File: src/rtl/slice_feeder_pkg.sv
// ============================================================================
//  Module      : slice_feeder_pkg
//  Description : Shared state encoding and default geometry for slice_feeder.
//  Revision    : 1.0 - initial release
// ============================================================================
`default_nettype none

package slice_feeder_pkg;

    localparam int C_SLICE_W = 25;
    localparam int C_DEPTH   = 64;
    localparam int C_IDX_W   = 6;

    typedef enum logic [2:0] {
        IDLE      = 3'd0,
        FETCH     = 3'd1,
        DRAIN     = 3'd2,
        READY     = 3'd3,
        EXHAUSTED = 3'd4
    } feeder_state_t;

endpackage

`default_nettype wire

File: src/rtl/slice_feeder_if.sv
// ============================================================================
//  Module      : slice_feeder_if
//  Description : Input-memory read bus plus the per-line request/response bus.
//  Revision    : 1.0 - initial release
// ============================================================================
`default_nettype none

interface slice_feeder_if
    import slice_feeder_pkg::*;
#(
    parameter int SLICE_W = C_SLICE_W,
    parameter int IDX_W   = C_IDX_W
) ();

    logic               mem_rd;
    logic [IDX_W-1:0]   mem_addr;
    logic [SLICE_W-1:0] mem_data;
    logic               readLine;
    logic [SLICE_W-1:0] line;
    logic               line_valid;
    logic [IDX_W-1:0]   count;
    logic               last;

    modport master (
        output mem_rd, mem_addr,
        input  mem_data,
        input  readLine,
        output line, line_valid, count, last
    );

    modport slave (
        input  mem_rd, mem_addr,
        output mem_data,
        output readLine,
        input  line, line_valid, count, last
    );

endinterface

`default_nettype wire

File: src/rtl/slice_feeder_slice_buffer.sv
// ============================================================================
//  Module      : slice_buffer
//  Description : DEPTH x SLICE_W line buffer, synchronous write and registered read.
//  Revision    : 1.0 - initial release
// ============================================================================
`default_nettype none

module slice_buffer
    import slice_feeder_pkg::*;
#(
    parameter int SLICE_W = C_SLICE_W,
    parameter int DEPTH   = C_DEPTH,
    parameter int IDX_W   = C_IDX_W
) (
    input  logic               clk,
    input  logic               rst,
    input  logic               wr_en_i,
    input  logic [IDX_W-1:0]   wr_addr_i,
    input  logic [SLICE_W-1:0] wr_data_i,
    input  logic               rd_en_i,
    input  logic [IDX_W-1:0]   rd_addr_i,
    output logic [SLICE_W-1:0] rd_data_o
);

    logic [SLICE_W-1:0] mem_q [DEPTH];
    logic [SLICE_W-1:0] rd_data_q;

    // Storage carries no reset so it can map onto plain register files.
    always_ff @(posedge clk) begin
        if (wr_en_i) begin
            mem_q[wr_addr_i] <= wr_data_i;
        end
    end

    // Read register doubles as the served line, so it holds between reads.
    always_ff @(posedge clk or negedge rst) begin
        if (!rst) begin
            rd_data_q <= '0;
        end else if (rd_en_i) begin
            rd_data_q <= mem_q[rd_addr_i];
        end
    end

    assign rd_data_o = rd_data_q;

endmodule

`default_nettype wire

File: src/rtl/slice_feeder.sv
// ============================================================================
//  Module      : slice_feeder
//  Description : Bulk-loads DEPTH slices from input memory, then serves one per
//                readLine. Optional checksum port: SLICE_FEEDER_CHECKSUM_EN.
//  Revision    : 1.0 - initial release
// ============================================================================
`default_nettype none

module slice_feeder
    import slice_feeder_pkg::*;
#(
    parameter int SLICE_W = C_SLICE_W,
    parameter int DEPTH   = C_DEPTH,
    parameter int IDX_W   = C_IDX_W
) (
    input  logic                 clk,
    input  logic                 rst,
    input  logic                 start,
    output logic                 loaded,
    output logic                 exhausted,
`ifdef SLICE_FEEDER_CHECKSUM_EN
    output logic [SLICE_W-1:0]   checksum,
`endif
    slice_feeder_if.master       bus
);

    localparam logic [IDX_W-1:0] LAST_IDX = IDX_W'(DEPTH - 1);

    feeder_state_t      state_q, state_d;
    logic [IDX_W-1:0]   fetch_ptr_q, fetch_ptr_d;
    logic [IDX_W-1:0]   rd_ptr_q, rd_ptr_d;
    logic [IDX_W-1:0]   count_q, count_d;
    logic               line_valid_q, line_valid_d;
    logic               last_q, last_d;
    logic               wr_en_q;
    logic [IDX_W-1:0]   wr_addr_q;
    logic               mem_rd_w;
    logic               rd_accept_w;
    logic               start_accept_w;

    always_comb begin
        state_d        = state_q;
        fetch_ptr_d    = fetch_ptr_q;
        rd_ptr_d       = rd_ptr_q;
        count_d        = count_q;
        line_valid_d   = 1'b0;
        last_d         = 1'b0;
        mem_rd_w       = 1'b0;
        rd_accept_w    = 1'b0;
        start_accept_w = 1'b0;
        case (state_q)
            IDLE, EXHAUSTED: begin
                // start takes priority; a readLine here is simply dropped
                if (start) begin
                    state_d        = FETCH;
                    fetch_ptr_d    = '0;
                    rd_ptr_d       = '0;
                    start_accept_w = 1'b1;
                end
            end
            FETCH: begin
                mem_rd_w = 1'b1;
                if (fetch_ptr_q == LAST_IDX) begin
                    state_d     = DRAIN;
                    fetch_ptr_d = '0;
                end else begin
                    fetch_ptr_d = fetch_ptr_q + IDX_W'(1);
                end
            end
            DRAIN: begin
                state_d = READY;
            end
            READY: begin
                if (bus.readLine) begin
                    rd_accept_w  = 1'b1;
                    line_valid_d = 1'b1;
                    count_d      = rd_ptr_q;
                    last_d       = (rd_ptr_q == LAST_IDX);
                    // rd_ptr parks on the final index rather than wrapping
                    if (rd_ptr_q == LAST_IDX) begin
                        state_d = EXHAUSTED;
                    end else begin
                        rd_ptr_d = rd_ptr_q + IDX_W'(1);
                    end
                end
            end
            default: begin
                state_d = IDLE;
            end
        endcase
    end

    always_ff @(posedge clk or negedge rst) begin
        if (!rst) begin
            state_q      <= IDLE;
            fetch_ptr_q  <= '0;
            rd_ptr_q     <= '0;
            count_q      <= '0;
            line_valid_q <= 1'b0;
            last_q       <= 1'b0;
            wr_en_q      <= 1'b0;
            wr_addr_q    <= '0;
        end else begin
            state_q      <= state_d;
            fetch_ptr_q  <= fetch_ptr_d;
            rd_ptr_q     <= rd_ptr_d;
            count_q      <= count_d;
            line_valid_q <= line_valid_d;
            last_q       <= last_d;
            // memory returns data one cycle after the strobe
            wr_en_q      <= mem_rd_w;
            wr_addr_q    <= fetch_ptr_q;
        end
    end

    slice_buffer #(
        .SLICE_W (SLICE_W),
        .DEPTH   (DEPTH),
        .IDX_W   (IDX_W)
    ) u_buffer (
        .clk       (clk),
        .rst       (rst),
        .wr_en_i   (wr_en_q),
        .wr_addr_i (wr_addr_q),
        .wr_data_i (bus.mem_data),
        .rd_en_i   (rd_accept_w),
        .rd_addr_i (rd_ptr_q),
        .rd_data_o (bus.line)
    );

`ifdef SLICE_FEEDER_CHECKSUM_EN
    logic [SLICE_W-1:0] checksum_q;

    always_ff @(posedge clk or negedge rst) begin
        if (!rst) begin
            checksum_q <= '0;
        end else if (start_accept_w) begin
            checksum_q <= '0;
        end else if (wr_en_q) begin
            checksum_q <= checksum_q ^ bus.mem_data;
        end
    end

    assign checksum = checksum_q;
`endif

    assign bus.mem_rd     = mem_rd_w;
    assign bus.mem_addr   = fetch_ptr_q;
    assign bus.line_valid = line_valid_q;
    assign bus.count      = count_q;
    assign bus.last       = last_q;
    assign loaded         = (state_q == READY);
    assign exhausted      = (state_q == EXHAUSTED);

endmodule

`default_nettype wire

File: src/flat_wrapper.sv
// flat-port wrapper written by rule: the top's interface ports become plain ports
module slice_feeder_flat import slice_feeder_pkg::*;
#(
    parameter int SLICE_W = C_SLICE_W,
    parameter int DEPTH   = C_DEPTH,
    parameter int IDX_W   = C_IDX_W
)
  (clk, rst, start, loaded, exhausted, bus_mem_rd, bus_mem_addr, bus_mem_data, bus_readLine, bus_line, bus_line_valid, bus_count, bus_last);
  slice_feeder_if #(.SLICE_W(SLICE_W), .IDX_W(IDX_W)) bus_i ();
  input  logic clk;
  input  logic rst;
  input  logic start;
  output logic loaded;
  output logic exhausted;
  output wire logic [$bits(bus_i.mem_rd)-1:0] bus_mem_rd;
  output wire logic [$bits(bus_i.mem_addr)-1:0] bus_mem_addr;
  input wire logic [$bits(bus_i.mem_data)-1:0] bus_mem_data;
  input wire logic [$bits(bus_i.readLine)-1:0] bus_readLine;
  output wire logic [$bits(bus_i.line)-1:0] bus_line;
  output wire logic [$bits(bus_i.line_valid)-1:0] bus_line_valid;
  output wire logic [$bits(bus_i.count)-1:0] bus_count;
  output wire logic [$bits(bus_i.last)-1:0] bus_last;
  assign bus_mem_rd = bus_i.mem_rd;
  assign bus_mem_addr = bus_i.mem_addr;
  assign bus_i.mem_data = bus_mem_data;
  assign bus_i.readLine = bus_readLine;
  assign bus_line = bus_i.line;
  assign bus_line_valid = bus_i.line_valid;
  assign bus_count = bus_i.count;
  assign bus_last = bus_i.last;
  slice_feeder #(.SLICE_W(SLICE_W), .DEPTH(DEPTH), .IDX_W(IDX_W)) u_core (.clk(clk), .rst(rst), .start(start), .loaded(loaded), .exhausted(exhausted), .bus(bus_i));
endmodule
File: config.mk
export PLATFORM = sky130hd
export DESIGN_NAME = slice_feeder_flat
export DESIGN_NICKNAME = d
export VERILOG_FILES = /design/src/rtl/slice_feeder_pkg.sv /design/src/rtl/slice_feeder_if.sv /design/src/rtl/slice_feeder_slice_buffer.sv /design/src/rtl/slice_feeder.sv /design/src/flat_wrapper.sv
export SDC_FILE = /design/constraint.sdc
export NUM_CORES = 1
export LEC_CHECK = 0
export CORE_UTILIZATION = 50
export DETAILED_ROUTE_END_ITERATION = 8
export PLACE_DENSITY = 0.72
export SLEW_MARGIN = 20
export SYNTH_ARGS = -nofsm -noshare
export SYNTH_HDL_FRONTEND = slang
export SYNTH_HIERARCHICAL = 1
export SYNTH_SLANG_ARGS = --single-unit
File: constraint.sdc
create_clock -name clk -period 8.2 [get_ports clk]
set_clock_uncertainty 0.05 [all_clocks]
set_input_delay 1.23 -clock clk [delete_from_list [all_inputs] [get_ports clk]]
set_output_delay 1.23 -clock clk [all_outputs]
set_load 0.03 [all_outputs]
Word-level counts from Yosys, hierarchy flattened
Memory sizes are Yosys's and may differ from the RTL's. A register that Yosys moved wholly into a read port is not among the register bits.
Cells that the tools add are included.
{"block": "totals", "out_inout_bits": 42, "n_memories": 1, "ff_bits": 30, "elab_cells": 49, "ram_bits": 1600}
{"block": "op_classes", "n_addsub": 2, "n_eq_ne": 11, "mux": 18, "n_reduce_logical": 9}
{"name": "u_core.u_buffer.mem_q", "depth": 64, "word_bits": 25, "rd": 1, "rd_clocked_by_memory_dff": 1, "wr": 1, "line": "slice_feeder_slice_buffer.sv:25", "source": "logic [SLICE_W-1:0] mem_q [DEPTH];"}
{"cell": "two-way mux 6 bit", "count": 4}
{"cell": "one-hot mux 6 bit (2 select lines)", "count": 2}
{"cell": "adder 6 x 1 -> 6 bit, second input constant", "count": 2}
{"cell": "== test 6 bit, second input constant", "count": 2}
{"cell": "two-way mux 3 bit", "count": 4}
{"cell": "one-hot mux 3 bit (4 select lines)", "count": 1}
{"cell": "AND reduction 4 bit", "count": 2}
{"cell": "two-way mux 1 bit", "count": 7}
{"cell": "== test 3 x 2 -> 1 bit, second input constant", "count": 2}
{"cell": "!= test 2 x 1 -> 1 bit, second input constant", "count": 3}
{"cell": "!= test 2 bit, second input constant", "count": 2}
{"cell": "AND reduction 2 bit", "count": 2}
{"cell": "nonzero test 2 bit", "count": 2}
{"cell": "== test 3 x 1 -> 1 bit, second input constant", "count": 1}
{"cell": "== test 3 bit, second input constant", "count": 1}
{"cell": "zero test 3 bit", "count": 1}
{"cell": "OR reduction 2 bit", "count": 1}
{"cell": "zero test 1 bit", "count": 1}

Longest topological paths before layout
{"block": "logic_depth", "ltp_word": 4, "ltp_mapped": 10, "depth_no_buf": 7}

Hierarchy
Netlist, hierarchy kept.
{"mod": "slice_buffer", "cells_per_inst": 3026, "area_per_inst_um2": 62897.8, "instances": 1}
{"mod": "slice_feeder", "cells_per_inst": 126, "area_per_inst_um2": 1321.3, "instances": 1}

Least setup slack after synthesis
OpenSTA, ideal clock, no wires.
{"block": "synth_timing", "path_kind": "register to register", "start": "register u_core.wr_addr_q[5]", "end": "memory u_core/u_buffer/mem_q[48][0] (netlist name) (enable)", "path_slack_ns": 4.988, "t_required_ns": 7.712, "period_less_slack_ns": 3.212, "path_stages_with_launch": 5, "t_arrival_ns": 2.723, "cell_sequence": "dfrtp_1 -> clkbuf_1 -> nand3_1 -> or3_1 -> nor3_1"}
{"item": "start, declared", "line": "slice_feeder.sv:36", "source": "logic [IDX_W-1:0] wr_addr_q;"}
{"item": "start signal, assigned", "line": "slice_feeder.sv:112", "source": "wr_addr_q <= fetch_ptr_q;"}
{"item": "end, declared", "line": "slice_feeder_slice_buffer.sv:25"}
No word-level cell before the write port.

Worst setup path after layout
{"block": "layout_timing", "start": "register u_core.state_q[0]", "end": "output port bus_mem_rd"}
{"block": "layout_between", "elab_chain_len": 2}
{"item": "start, declared", "line": "slice_feeder.sv:29", "source": "feeder_state_t state_q, state_d;"}
{"item": "start signal, assigned", "line": "slice_feeder.sv:104", "source": "state_q <= state_d;"}
{"item": "== test 3 x 1 -> 1 bit", "line": "slice_feeder.sv:51", "source": "case (state_q)"}
{"item": "two-way mux 1 bit", "line": "slice_feeder.sv:51"}
{"item": "end, declared", "line": "flat_wrapper.sv:15", "source": "output wire logic [$bits(bus_i.mem_rd)-1:0] bus_mem_rd;"}
Every way passes these cells.

==> results <==
- For this run, the top clock speed supported by timing is 249.3 MHz.
- In the global route stage, met2 resource usage came out at 39.03%.
- The final net count is 3,357.
- For this run, the register share of the synthesized area comes to 76.96%.
- After the first detailed-routing iteration, the DRC count stood at 4,348.
- The post-detailed-routing wire length is 157,700 um.
- The final reports fail on DRC.
- The worst register-to-register path begins at u_core/rd_ptr_q[0].
- The height of the chip is 360.4 um.
- Cell internal power was estimated by the tool at 0.01602 W.
- The root buffer cell chosen for the clock tree is clkbuf_16.
- Power spread over the standard cell area amounts to 317.5 nW/um^2.
- The start point of the worst min-delay path is u_core/bus.count[0].
- The I/O pin count is 71.
- For the worst setup path, the data arrival time is 2730 ps.
- For the pin with the worst max-slew slack, the measured transition is 1157 ps.
- After legalization and detailed placement, the total HPWL measured 85,940 um.
- A synthesized cell averages 20.37 sq um.
- The number of setup violations in the final report is 0.
- The number of vias in the routed layout is 32,248.
- The critical path launch point is u_core/state_q[0].
- In this run switching power makes up 30.14% of total power.
- The tightest hold path in the finished design has a slack of 432.2 ps.
- Headroom to the max-slew limit came out at 22.67%.
- The average detailed-routed wire length per instance is 30.79 um.
- The synthesis-to-finish area growth is 12.46%.
- The worst setup path is captured at an output pin.
- The total of max-cap violations is 0.
- The analysis attributes to net switching a power of 0.006910 W.
- In this run the most used layer during global routing was met2.
- The top fanout value on the critical path is 12.
- Global routing used 5.284% of the available met3 tracks.
- During synthesis, Yosys emitted a total of 6 warnings.
- The total number of H-tree levels is 4.
- The final count of hold timing violations is 0.
- The proportion of synthesized flip-flops having asynchronous set or reset is 3.323%.
- The clock-pin slew on the worst setup and hold paths is 60 ps.
- The number of gates resized after CTS is 0.
- In this run the deepest clock path goes through 3 buffers.
- The worst setup path is launched from a register.
- In this run the cell area of the synthesized design comes to 64,220 sq um.
- Clock latency on the worst-skew pair, taken at its later pin, is 760 ps.
- The number of antenna violations at the first check in global routing is 11.
- The global-route wire length before repair is 226,800 um.
- The path type of the worst setup path is register to output pin.
- The total overflow left after global routing is 0.
- The number of flip-flops and latches in the synthesized netlist is 1,655.
- The number of unique standard cell types used by synthesis is 56.
- The synthesized design spends more area on one cell type than any other, namely edfxtp_1.
- The number of placement rows is 131.
- The sequential share of power is 42.8%.
- By area the synthesized netlist is led by edfxtp_1 (75%), mux4_2 (9.7%), mux2i_1 (3.2%).
- The most used flip-flop cell after synthesis is edfxtp_1.
- The tree built by TritonCTS fans out to 1,655 sinks.
- The number of buffers created by CTS is 164.
- The number of global-route vias before repair is 31,868.
- The effective utilization at floorplan is 50.36%.
- Buffers inserted to repair hold after CTS numbered 0.
- The number of synthesized flops with an enable pin is 1,600.
- The final cycle utilization of the critical path is 48.92%.
- The clock network is responsible for 32.1% of the overall power.
- The required time of the critical path is 6920 ps.
- The floorplan step defined a die boundary enclosing 129,900 sq um.
- Entering global routing, the biggest net connects 133 pins.
- The total routing resource utilization after global routing is 24.36%.
- The worst-case IR drop observed on VDD is 0.0002213 V.
- The number of max-slew violations in the final report is 0.
- The leakage power of the design is 23.74 nW.
- Setup repair after global routing left no endpoint under its margin.
- The die is 360.4 um wide.
- The least setup slack across all paths after layout is 4189 ps.
- For the final routed database, the setup TNS stands at 0 ps.
- The run finished, with violations left.
- TritonCTS built the clock tree.
- The clock period could shrink to 4011 ps.
- The pre-antenna-repair detailed-routing pass consisted of 7 iterations.
- Routability-driven placement finished with a final weighted congestion of 0.9713.
- The number of nets with antenna violations after routing is 0.
- The met1 routing resource usage after global routing is 33.14%.
- In this run the standard cell core region covers 127,500 sq um.
- The number of post-CTS setup repair buffers is 0.
- The cell count after synthesis came out at 3,152.
- The number of nets produced by synthesis is 3,183.
- The count of unresolved DRC violations after routing is 4.
- The average via count per standard cell is 6.297.
- The combinational fraction of design power is 25.1%.
- The count of buffers from port buffering is 70.
- Of the cells placed in the final design, the portion with a size suffix greater than 1 is 24.78%.
- After synthesis, the largest area contributor takes up 74.82% of total cell area.
- The classification of the worst-slack hold path is register to register.
- The worst setup slack after placement is 4034 ps.
## registers in the layout, indices dropped and copies added, names as in the netlist
register                   flops
u_core/u_buffer/rd_data_o     25
u_core/wr_addr_q               6
u_core/bus.line_valid          1
u_core/wr_en_q                 1
u_core/bus.count               6
u_core/bus.mem_addr            6
u_core/rd_ptr_q                6
u_core/bus.last                1
u_core/state_q                 3
u_core/u_buffer/mem_q       1600
## worst max-delay path, cell delays in order (launching register included)
cell and delay, ps:
dfrtp_1 530, or3b_1 530, inv_1 200, clkdlybuf4s50_1 700
## routing by layer
layer / part of all wire [%] / vias up
met4: 3.6 / 10
li1: - / 13298
met5: 0.046 / -
met2: 48 / 1716
met1: 38 / 16911
met3: 9.8 / 313
## layout by cell type, fill, tap and decap left out, drive strengths merged, types with 53 or more instances in the layout
cell and count:
mux4 276, buf 139, o22ai 53, dfrtp 55, clkinv 67, nor2b 78
mux2i 203, clkbuf 208, edfxtp 1600, mux2 127, nor2 197, a21oi 56
nand2 58
## cell usage after synthesis, drive strengths merged, types with 2 or more instances
library cell / count
or3b: 2
a31oi: 5
nor3b: 3
nand4b: 4
mux2i: 203
nand3: 38
nor2b: 78
o32ai: 25
buf: 123
a21o: 2
nor4: 48
o22ai: 53
o221ai: 25
mux2: 127
nand2: 58
inv: 4
edfxtp: 1600
a21oi: 56
nand2b: 8
or3: 2
nor3: 4
ha: 2
a211oi: 48
and3: 4
nand4: 2
nand3b: 4
clkbuf: 52
a22oi: 25
mux4: 276
nor2: 197
dfrtp: 55
o21ai: 8
## metrics by stage
stage	utilization (%)	instances	cell area, sq um	total power (W)
3_5_place_dp	52.51	4822	66960	0.01570
3_3_place_gp	52.51	4822	66960	0.01564
6_report	56.63	5121	72220	0.02293
5_1_grt	56.63	5120	72220	0.02364
4_1_cts	56.63	5120	72220	0.02298
2_1_floorplan	-	3152	64220	0.01375
## logic make-up after synthesis
family | synth area share (%)
muxes | 15.08
DFF | 76.96
and+or+nand+nor | 3.528
adders and majority gates | 0.03896
AOI/OAI and AO/OA | 2.743
buffers and inverters | 1.654
## final timing paths
check                                                 to  slack, ps  cells past startpoint
max                                           bus_mem_rd       4190                      3
min                                  u_core/bus.count[0]        430                      2
max reg2reg                u_core/u_buffer/rd_data_o[12]       4270                      5
min reg2reg                          u_core/bus.count[0]        430                      2
max in group asynchronous             u_core/rd_ptr_q[0]       6900                      2
min in group asynchronous         u_core/bus.mem_addr[0]        590                      2
## cell type report
| type | count | area (sq um) |
|---|---|---|
| antenna | 1 | 2.502 |
| clock buffer | 208 | 4427 |
| clock inverter | 90 | 834.6 |
| fill | 9212 | 55300 |
| inverter | 5 | 18.77 |
| multi-input combinational | 1317 | 13930 |
| sequential | 1655 | 49440 |
| tap | 1662 | 2079 |
| timing repair buffer | 183 | 1494 |
## power by group through the flow
stage	combinational (W)	sequential, W	clock (W)
2_1_floorplan	0.00392	0.00983	0
3_3_place_gp	0.00567	0.00997	0
3_5_place_dp	0.00572	0.00997	0
4_1_cts	0.00575	0.00980	0.00743
5_1_grt	0.00605	0.00982	0.00777
6_report	0.00577	0.00981	0.00735
(Power assumes the default switching activity.)
